File: src/rtl/tetris_seq_pkg.sv
`default_nettype none
// ============================================================================
//  Module      : tetris_seq_pkg
//  Description : Shared definitions for the instruction sequencer. Holds the
//                opcode values, the sequencer state encoding and the position
//                of the opcode field inside an instruction word. The opcode
//                field is always the top OPCODE_W bits of the 2*WIDTH-bit word.
//  Revision    : 1.0 - initial release
// ============================================================================
package tetris_seq_pkg;

    localparam int OPCODE_W = 4;

    typedef logic [OPCODE_W-1:0] opcode_t;

    localparam opcode_t OP_NOP   = 4'd0;
    localparam opcode_t OP_ISSUE = 4'd1;
    localparam opcode_t OP_WAIT  = 4'd2;
    localparam opcode_t OP_JUMP  = 4'd3;
    localparam opcode_t OP_HALT  = 4'd4;
    // Every opcode above OP_HALT is illegal.

    typedef enum logic [2:0] {
        ST_IDLE   = 3'd0,
        ST_FETCH  = 3'd1,
        ST_EXEC   = 3'd2,
        ST_WAIT   = 3'd3,
        ST_HALTED = 3'd4,
        ST_ERROR  = 3'd5
    } state_t;

    // Bit index of the opcode field LSB for a given operand width.
    function automatic int opcode_lsb(input int width);
        return 2 * width - OPCODE_W;
    endfunction

endpackage : tetris_seq_pkg
`default_nettype wire

File: src/rtl/instr_decode.sv
`default_nettype none
// ============================================================================
//  Module      : instr_decode
//  Description : Combinational instruction decoder. Splits a 2*WIDTH-bit
//                instruction word into one-hot opcode flags and the operand.
//                Bits between the operand and the opcode field carry no
//                meaning and are ignored.
//  Ports       : i_word        instruction word
//                o_is_nop      NOP opcode
//                o_is_issue    ISSUE opcode
//                o_is_wait     WAIT opcode
//                o_is_jump     JUMP opcode
//                o_is_halt     HALT opcode
//                o_is_illegal  any opcode above HALT
//                o_operand     low WIDTH bits of the word
//  Revision    : 1.0 - initial release
// ============================================================================
module instr_decode
    import tetris_seq_pkg::*;
#(
    parameter int WIDTH = 8
) (
    input  logic [2*WIDTH-1:0] i_word,
    output logic               o_is_nop,
    output logic               o_is_issue,
    output logic               o_is_wait,
    output logic               o_is_jump,
    output logic               o_is_halt,
    output logic               o_is_illegal,
    output logic [WIDTH-1:0]   o_operand
);

    localparam int c_opc_lsb = opcode_lsb(WIDTH);

    logic [OPCODE_W-1:0] w_opcode;

    assign w_opcode     = i_word[c_opc_lsb +: OPCODE_W];
    assign o_operand    = i_word[WIDTH-1:0];

    assign o_is_nop     = (w_opcode == OP_NOP);
    assign o_is_issue   = (w_opcode == OP_ISSUE);
    assign o_is_wait    = (w_opcode == OP_WAIT);
    assign o_is_jump    = (w_opcode == OP_JUMP);
    assign o_is_halt    = (w_opcode == OP_HALT);
    assign o_is_illegal = (w_opcode > OP_HALT);

    // The gap bits only exist when the word is wider than operand + opcode.
    generate
        if (c_opc_lsb > WIDTH) begin : g_gap_bits
            logic w_unused_gap;
            assign w_unused_gap = ^i_word[c_opc_lsb-1:WIDTH];
        end
    endgenerate

endmodule : instr_decode
`default_nettype wire

File: src/rtl/instr_sequencer.sv
`default_nettype none
// ============================================================================
//  Module      : instr_sequencer
//  Description : Program sequencer for the instruction ROM. Owns the program
//                counter (driven straight onto rom_addr), fetches and decodes
//                each instruction word and issues commands to the game
//                datapath over a valid/ready handshake.
//  Ports       : clk        rising-edge clock
//                rst        asynchronous, active-low reset
//                start      pulse: (re)start the program at pc=0
//                stop       pulse: abort the program, return to IDLE
//                rom_addr   ROM address, always equal to pc
//                rom_data   ROM word, combinational read of rom_addr
//                cmd_valid  command available to datapath
//                cmd_data   command operand
//                cmd_ready  datapath accepts command
//                busy       program running (FETCH/EXEC/WAIT)
//                halted     HALT executed
//                err        illegal opcode or out-of-range jump (sticky)
//  Revision    : 1.0 - initial release
// ============================================================================
module instr_sequencer
    import tetris_seq_pkg::*;
#(
    parameter int WIDTH               = 8,
    parameter int INSTRUCTION_NUMBERS = 4
) (
    input  logic               clk,
    input  logic               rst,
    input  logic               start,
    input  logic               stop,
    output logic [WIDTH-1:0]   rom_addr,
    input  logic [2*WIDTH-1:0] rom_data,
    output logic               cmd_valid,
    output logic [WIDTH-1:0]   cmd_data,
    input  logic               cmd_ready,
    output logic               busy,
    output logic               halted,
    output logic               err
);

    localparam int             c_opc_lsb = opcode_lsb(WIDTH);
    localparam logic [WIDTH-1:0] c_last_pc = WIDTH'(INSTRUCTION_NUMBERS - 1);
    localparam logic [WIDTH:0]   c_depth   = (WIDTH+1)'(INSTRUCTION_NUMBERS);

    state_t               r_state;
    logic [WIDTH-1:0]     r_pc;
    logic [2*WIDTH-1:0]   r_instr;
    logic [WIDTH-1:0]     r_wait_cnt;
    logic                 r_cmd_valid;
    logic [WIDTH-1:0]     r_cmd_data;
    logic                 r_halted;
    logic                 r_err;
    // A stop seen while a command is outstanding, honoured after the accept.
    logic                 r_stop_pending;

    logic                 w_is_nop;
    logic                 w_is_issue;
    logic                 w_is_wait;
    logic                 w_is_jump;
    logic                 w_is_halt;
    logic                 w_is_illegal;
    logic [WIDTH-1:0]     w_operand;
    logic [WIDTH-1:0]     w_pc_inc;
    logic                 w_jump_ok;
    logic [OPCODE_W-1:0]  w_fetch_opcode;

    instr_decode #(
        .WIDTH (WIDTH)
    ) u_decode (
        .i_word       (r_instr),
        .o_is_nop     (w_is_nop),
        .o_is_issue   (w_is_issue),
        .o_is_wait    (w_is_wait),
        .o_is_jump    (w_is_jump),
        .o_is_halt    (w_is_halt),
        .o_is_illegal (w_is_illegal),
        .o_operand    (w_operand)
    );

    assign w_pc_inc       = (r_pc == c_last_pc) ? '0 : r_pc + WIDTH'(1);
    assign w_jump_ok      = ({1'b0, w_operand} < c_depth);
    // ISSUE is recognised on the raw ROM word during FETCH so that cmd_valid
    // is already registered high for the first EXEC cycle.
    assign w_fetch_opcode = rom_data[c_opc_lsb +: OPCODE_W];

    always_ff @(posedge clk or negedge rst) begin
        if (!rst) begin
            r_state        <= ST_IDLE;
            r_pc           <= '0;
            r_instr        <= '0;
            r_wait_cnt     <= '0;
            r_cmd_valid    <= 1'b0;
            r_cmd_data     <= '0;
            r_halted       <= 1'b0;
            r_err          <= 1'b0;
            r_stop_pending <= 1'b0;
        end else begin
            case (r_state)
                ST_IDLE: begin
                    if (start && !stop) begin
                        r_state <= ST_FETCH;
                        r_pc    <= '0;
                    end
                end

                ST_FETCH: begin
                    if (stop) begin
                        r_state <= ST_IDLE;
                    end else begin
                        r_instr <= rom_data;
                        r_state <= ST_EXEC;
                        if (w_fetch_opcode == OP_ISSUE) begin
                            r_cmd_valid <= 1'b1;
                            r_cmd_data  <= rom_data[WIDTH-1:0];
                        end
                    end
                end

                ST_EXEC: begin
                    if (w_is_issue) begin
                        // The command is never withdrawn; stop only takes
                        // effect together with the accepting handshake.
                        if (r_cmd_valid && cmd_ready) begin
                            r_cmd_valid    <= 1'b0;
                            r_pc           <= w_pc_inc;
                            r_stop_pending <= 1'b0;
                            r_state        <= (stop || r_stop_pending) ? ST_IDLE : ST_FETCH;
                        end else if (stop) begin
                            r_stop_pending <= 1'b1;
                        end
                    end else if (stop) begin
                        r_state <= ST_IDLE;
                    end else if (w_is_nop) begin
                        r_pc    <= w_pc_inc;
                        r_state <= ST_FETCH;
                    end else if (w_is_wait) begin
                        if (w_operand == '0) begin
                            r_pc    <= w_pc_inc;
                            r_state <= ST_FETCH;
                        end else begin
                            r_wait_cnt <= w_operand;
                            r_state    <= ST_WAIT;
                        end
                    end else if (w_is_jump) begin
                        if (w_jump_ok) begin
                            r_pc    <= w_operand;
                            r_state <= ST_FETCH;
                        end else begin
                            r_err   <= 1'b1;
                            r_state <= ST_ERROR;
                        end
                    end else if (w_is_halt) begin
                        r_halted <= 1'b1;
                        r_state  <= ST_HALTED;
                    end else if (w_is_illegal) begin
                        r_err   <= 1'b1;
                        r_state <= ST_ERROR;
                    end
                end

                ST_WAIT: begin
                    // Counter holds n on the first WAIT cycle and leaves at 1,
                    // so a WAIT n spends exactly n cycles here.
                    if (stop) begin
                        r_wait_cnt <= '0;
                        r_state    <= ST_IDLE;
                    end else if (r_wait_cnt == WIDTH'(1)) begin
                        r_wait_cnt <= '0;
                        r_pc       <= w_pc_inc;
                        r_state    <= ST_FETCH;
                    end else begin
                        r_wait_cnt <= r_wait_cnt - WIDTH'(1);
                    end
                end

                ST_HALTED, ST_ERROR: begin
                    if (stop) begin
                        r_state <= ST_IDLE;
                    end else if (start) begin
                        r_state  <= ST_FETCH;
                        r_pc     <= '0;
                        r_halted <= 1'b0;
                        r_err    <= 1'b0;
                    end
                end

                default: begin
                    r_state <= ST_IDLE;
                end
            endcase
        end
    end

    assign rom_addr  = r_pc;
    assign cmd_valid = r_cmd_valid;
    assign cmd_data  = r_cmd_data;
    assign halted    = r_halted;
    assign err       = r_err;
    assign busy      = (r_state == ST_FETCH) || (r_state == ST_EXEC) || (r_state == ST_WAIT);

endmodule : instr_sequencer
`default_nettype wire

File: config.mk
export PLATFORM = sky130hd
export DESIGN_NAME = instr_sequencer
export DESIGN_NICKNAME = d
export VERILOG_FILES = /design/src/rtl/tetris_seq_pkg.sv /design/src/rtl/instr_decode.sv /design/src/rtl/instr_sequencer.sv
export SDC_FILE = /design/constraint.sdc
export NUM_CORES = 1
export LEC_CHECK = 0
export CAP_MARGIN = 5
export CORE_MARGIN = 2
export CORE_UTILIZATION = 48
export DETAILED_ROUTE_END_ITERATION = 16
export PLACE_DENSITY = 0.79
export SETUP_SLACK_MARGIN = 0.4
export SLEW_MARGIN = 20
export SYNTH_ARGS = -nofsm -noshare
export SYNTH_HDL_FRONTEND = slang
export SYNTH_SLANG_ARGS = --single-unit
File: constraint.sdc
create_clock -name clk -period 2 [get_ports clk]
set_input_delay 0.2 -clock clk [delete_from_list [all_inputs] [get_ports clk]]
set_output_delay 0.2 -clock clk [all_outputs]
set_load 0.005 [all_outputs]
-- Word level (Yosys, flattened, before mapping)
Cells that the tools add are included.
- flip-flop bits (word level): 47
- input port bits: 21
- output and inout port bits: 20
- word-level logic and storage cells: 144
- $add $sub $neg: 2
- magnitude comparators: 2
- equality and inequality tests: 40
- mux-type cells: 66
- bitwise logic cells: 1
- reduce and logical (&&, ||, !) cells: 24
- operators with widths (cell ; number):
    8-bit two-way mux ; 21
    3-bit two-way mux ; 14
    8-bit case mux with 4 select lines ; 1
    2-bit != test (second input constant) ; 14
    1-bit two-way mux ; 23
    8-bit case mux with 2 select lines ; 1
    3-bit case mux with 5 select lines ; 1
    3-bit != test (second input constant) ; 4
    11-bit AND reduction ; 1
    10-bit AND reduction ; 1
    5-bit AND reduction ; 2
    9-bit AND reduction ; 1
    8-bit by 1-bit adder with 8-bit output (second input constant) ; 1
    4-bit by 1-bit equality test with 1-bit output (second input constant) ; 2
    4-bit by 2-bit equality test with 1-bit output (second input constant) ; 2
    8-bit by 1-bit equality test with 1-bit output (second input constant) ; 1
    8-bit by 2-bit equality test with 1-bit output (second input constant) ; 1
    8-bit zero test ; 1
    8-bit by 3-bit less-than comparator with 1-bit output (second input constant) ; 1
    8-bit by 2-bit != test with 1-bit output (second input constant) ; 1
    2-bit nonzero test ; 4
    8-bit by 1-bit subtractor with 8-bit output (second input constant) ; 1
    3-bit by 2-bit equality test with 1-bit output (second input constant) ; 2
    3-bit equality test (second input constant) ; 2
    22 further kinds ; 32

-- Depth between registers and ports, before layout
- depth after elaboration: 9
- mapped depth: 8
- mapped depth without buffers: 6

-- Hierarchy
A second synthesis with hierarchy kept.
- cells, all modules: 262
- area total of the unflattened synthesis: 2671.3 um2
- modules (own cells, without submodules) (module ; times used ; cells each ; area each (um2) ; sequential area each (um2)):
    instr_sequencer ; 1 ; 247 ; 2555.0 ; 1176.1
    instr_decode ; 1 ; 15 ; 116.4 ; 0.0

-- Worst setup path before layout
No wires, ideal clock.
- path type: reg-to-reg
- from: reg r_instr[15]
- to: reg r_pc[1], in the netlist rom_addr[1]
- setup time: 0.125 ns
- arrival: 1.779 ns
- data required time: 1.875 ns
- slack: 0.096 ns
- cell stages (with the launch flop): 7
- buffers on the path: 1
- clock period less this slack: 1.904 ns
- cells stage by stage: dfrtp_1 -> buf_6 -> or4b_4 -> o21ai_2 -> o211ai_2 -> nand4b_4 -> mux2_2
- longest elaborated chain between the ends: 6
- elaborated cells on any way between the ends: 15
- classes of those cells: eq/ne: 8; mux: 5; reduce/logical: 2
- ends and longest elaborated chain (item ; line ; RTL):
    from (decl) ; instr_sequencer.sv:48 ; logic [2*WIDTH-1:0] r_instr;
    from (signal assigned) ; instr_sequencer.sv:111 ; r_instr <= rom_data;
    4-bit by 2-bit equality test with 1-bit output ; instr_decode.sv:42 ; assign o_is_wait = (w_opcode == OP_WAIT);
    8-bit two-way mux ; instr_sequencer.sv:137 ; end else if (w_is_wait) begin
    8-bit two-way mux ; instr_sequencer.sv:134 ; end else if (w_is_nop) begin
    8-bit two-way mux ; instr_sequencer.sv:132 ; end else if (stop) begin
    8-bit two-way mux ; instr_sequencer.sv:121 ; if (w_is_issue) begin
    8-bit case mux with 4 select lines ; instr_sequencer.sv:99 ; case (r_state)
    to (signal assigned) ; instr_sequencer.sv:126 ; r_pc <= w_pc_inc;
    to (signal assigned) ; instr_sequencer.sv:135 ; r_pc <= w_pc_inc;
    to (signal assigned) ; instr_sequencer.sv:139 ; r_pc <= w_pc_inc;
    to (decl) ; instr_sequencer.sv:47 ; logic [WIDTH-1:0] r_pc;
Several ways; a longest one is shown, not always the timed one. The select of a mux whose other input is x is not followed.
A chain may end at the register's enable or synchronous reset.

-- Worst setup path in the final report
- from: reg r_instr[1]
- to: reg r_pc[1], in the netlist rom_addr[1]
- longest elaborated chain between the ends: 7
- elaborated cells on any way between the ends: 12
- classes of those cells: order compare: 1; eq/ne: 2; mux: 7; reduce/logical: 2
- ends and longest elaborated chain (item):
    parallel branches: the longest is 7 deep, another holds 8-bit by 3-bit less-than comparator with 1-bit output
Several ways; the timed one is not identified. The select of a mux whose other input is x is not followed.

==> impl_metrics.toml <==
[setup_path]
cp-start-kind = "register"
worstReg2RegEnd = "rom_addr[1]"
critical_path.max_stage_delay_ns = 0.56
crit_buf_inv = 0
reg2reg_slack_ns = -0.06
worstSetupPathType = "reg2reg"
required_ns = 2.19
cp_slowest_cell = "or4_4"
cp_max_fo = 7
end_kind = "register"
rr_worst_depth = 5
crit_path_cell_trace = "or4_4 -> o211ai_2 -> o22a_2 -> nand4b_4 -> mux2_2"
cp.arrival_ns = 2.26
reg2reg_from = "r_instr[1]"
critical_path.top_delay_family = "simple AND/OR/NAND/NOR gates"

[global_route]
grt_overflow_total = 0
grt_pass1_vias = 2280
grt_usage_pct = 25.6
grt_max_degree = 44
grt_pass1_wl_um = 10900
antenna_found_initial = 0

[run]
maxCapViolCount = 0

[floorplan]
core_um2 = 4790
die_w_um = 75.0
dieArea_um2 = 5630
boundaryPins = 41
initial_utilization_pct = 50.6
die_y_um = 75.0
rows = 25

[clocking]
cts_tree = "built"
clock_latency_ns = 0.31
cts.path.max_buffers = 2
cts.sinks = 43
cts-root-buf = "clkbuf_8"
cts_made_buffers = 5
clk_pin_slew_ns = 0.09
cts_max_level = 2

[timing]
max_freq_ghz = 0.485
worst_slack_ns = -0.0637
maxSlewViolCount = 0
tns_ns = -0.370
post-route-min-period_ns = 2.06
hold_viol = 0
worst-slew-pin-transition_ns = 0.543
relSlewSlack_pct = 63.7
fin_crit_sh_pct = 103
skew_ns = 0.00699
hold_ws_ns = 0.396
rsz0062_at_grt = "yes"
setup_viol = 15

[routing]
drt_pass1_iterations = 4
avgRoutedWirePerCell_um = 19.8
wirelength_um = 7630
viasPerCell = 6.08
remaining_drc_errors = 0
vias = 2341
drt_iter0_markers = 274
ant_nets = 0

[logic_synthesis]
synth_common_cells = "43 x dfrtp_1, 23 x nor2_1, 23 x o21ai_0"
seq_area_frac_synth_pct = 44.4
yosys_warnings = 0
ys.flop_type = "dfrtp_1"
synth_compound_area_share_pct = 21.6
netlist_top_cells_area = "dfrtp_1 44%, mux2_2 10%, o21ai_0 4.8%, nor2_1 3.6%, a21oi_1 3.5%"
synth_fa_ha_area_share_pct = 1.55
synthCells = 238
yosysMostFrequentCell = "dfrtp_1"
synthSimpleGateAreaFrac_pct = 18.2
syn_nets = 262
synth_top_area_cell = "dfrtp_1"
synth-seq-cells = 43
synth.distinct_cells = 49
syn_area_um2 = 2420
syn_area_per_cell_um2 = 10.2
synth_top_family_by_area = "compound AO/OA/AOI/OAI gates"
synth_top_area_share_pct = 44.4
async_reset_ff_share_pct = 100
synth_xor_area_share_pct = 0
yosys-mux-area-fraction_pct = 10.2
synth_edf_count = 0

[run_status]
violations = "setup timing"
outcome = "finished, violations left"

[placed_design]
gp_congestion = 0.814
dp_hpwl_um = 4050
postPlaceCellArea_um2 = 3070
portBuffers = 36

[pwr]
leakagePower_uw = 0.00157
p_per_area_nw_per_um2 = 1590
ir_drop_v = 0.000935

[finish]
final_area_um2 = 3630
area.sequential_um2 = 1080
antenna_cells = 0
final_nets = 341
drive_above_1_share_pct = 37.7
fillCellCount = 285
synthToLayoutAreaGrowth_pct = 49.7
multi_input_area_um2 = 1480

[worst_hold_path]
hp-class = "in2async"
[worst max-delay path by stage]
stage,from,to,slack (ns),depth (start not counted)
global route,r_instr[1],rom_addr[6],-0.15,7
global placement,start,rom_addr[1],-0.17,6
detailed placement,start,rom_addr[2],-0.17,7
finish,r_instr[1],rom_addr[1],-0.06,5
floorplan,r_instr[6],rom_addr[7],0.11,7
CTS,r_instr[6],rom_addr[1],-0.003,5
[flip-flops by register name (all words and copies together), names as in the netlist]
register	flops
r_instr	12
cmd_data	8
r_wait_cnt	8
rom_addr	8
r_state	3
cmd_valid	1
err	1
halted	1
r_stop_pending	1
[layer usage]
layer / vias up / GRT usage, % / routed length (µm) / share of wire, %
li1: 1045 / - / - / -
met1: 1185 / 33.2 / 3090 / 40
met2: 97 / 41.2 / 3870 / 51
met3: 14 / 7.23 / 550 / 7.2
met4: 0 / 8.93 / 124 / 1.6
met5: - / 0 / 0 / 0
[where the power goes]
part	switching, µW	leakage [µW]	internal [µW]
Sequential	338	0.000545	1250
Combinational	1580	0.000966	1750
Clock	332	0.0000644	498
Total	2250	0.00157	3500
[layout make-up]
class	instances	area share [%]
multi-input cells	177	40.8
flip-flops and latches	43	29.7
repair buffers	85	22.9
well taps	67	2.31
clock buffers	5	1.90
clock inverters	3	1.86
inverters	5	0.517
[stage by stage]
stage                     worst slack (ns)  utilization, %  total power [µW]  cells
after floorplan                      0.106               -              3020    238
after global placement              -0.170            64.1              3930    360
after detailed placement            -0.165            64.1              4000    360
after CTS                         -0.00290            71.8              5260    379
after global routing                -0.153            75.8              6030    385
final                              -0.0637            75.8              5750    385
[worst register-to-register path, delay by kind of cell, from the launching register on]
family           cells  cell delay (ns)
AO/OA/AOI/OAI        2             0.45
flip-flops           1             0.42
multiplexers         1             0.32
AND/OR/NAND/NOR      2             0.76
[cell usage in the layout (no fill, tap or decap), types with 3 or more instances in the layout]
cell type	count
and3_1	3
nor3_1	7
o21ai_1	13
nor4b_1	3
inv_1	5
mux2_4	20
or4_4	3
o21ai_0	7
clkdlybuf4s50_1	34
buf_4	33
dfrtp_1	42
a21o_1	3
a21oi_1	11
ha_1	3
o21a_1	3
o21ai_2	8
nor3b_1	4
a32oi_1	7
clkbuf_8	5
nand2_1	8
nor2_1	22
buf_12	3
buf_6	9
a21oi_2	6
a211oi_2	3
[logic make-up (layout without fill, tap and decap cells)]
group | Yosys count | in the layout
AO/OA/AOI/OAI | 79 | 79
adder cells (fa/ha/maj) | 3 | 3
buffers and inverters | 19 | 98
flip-flops | 43 | 43
multiplexers | 22 | 22
AND/OR/NAND/NOR | 72 | 73
[timing repair]
action                                  4_1_cts  5_1_grt
hold buffers                                  1        0
hold endpoints to repair                     43        0
endpoints found under the setup margin       33       42
resized for setup                            32       44
buffers inserted                              8        5
pin swaps                                    14       13
cloned                                        2        1
Note: power is estimated with default switching activity, not from simulation.
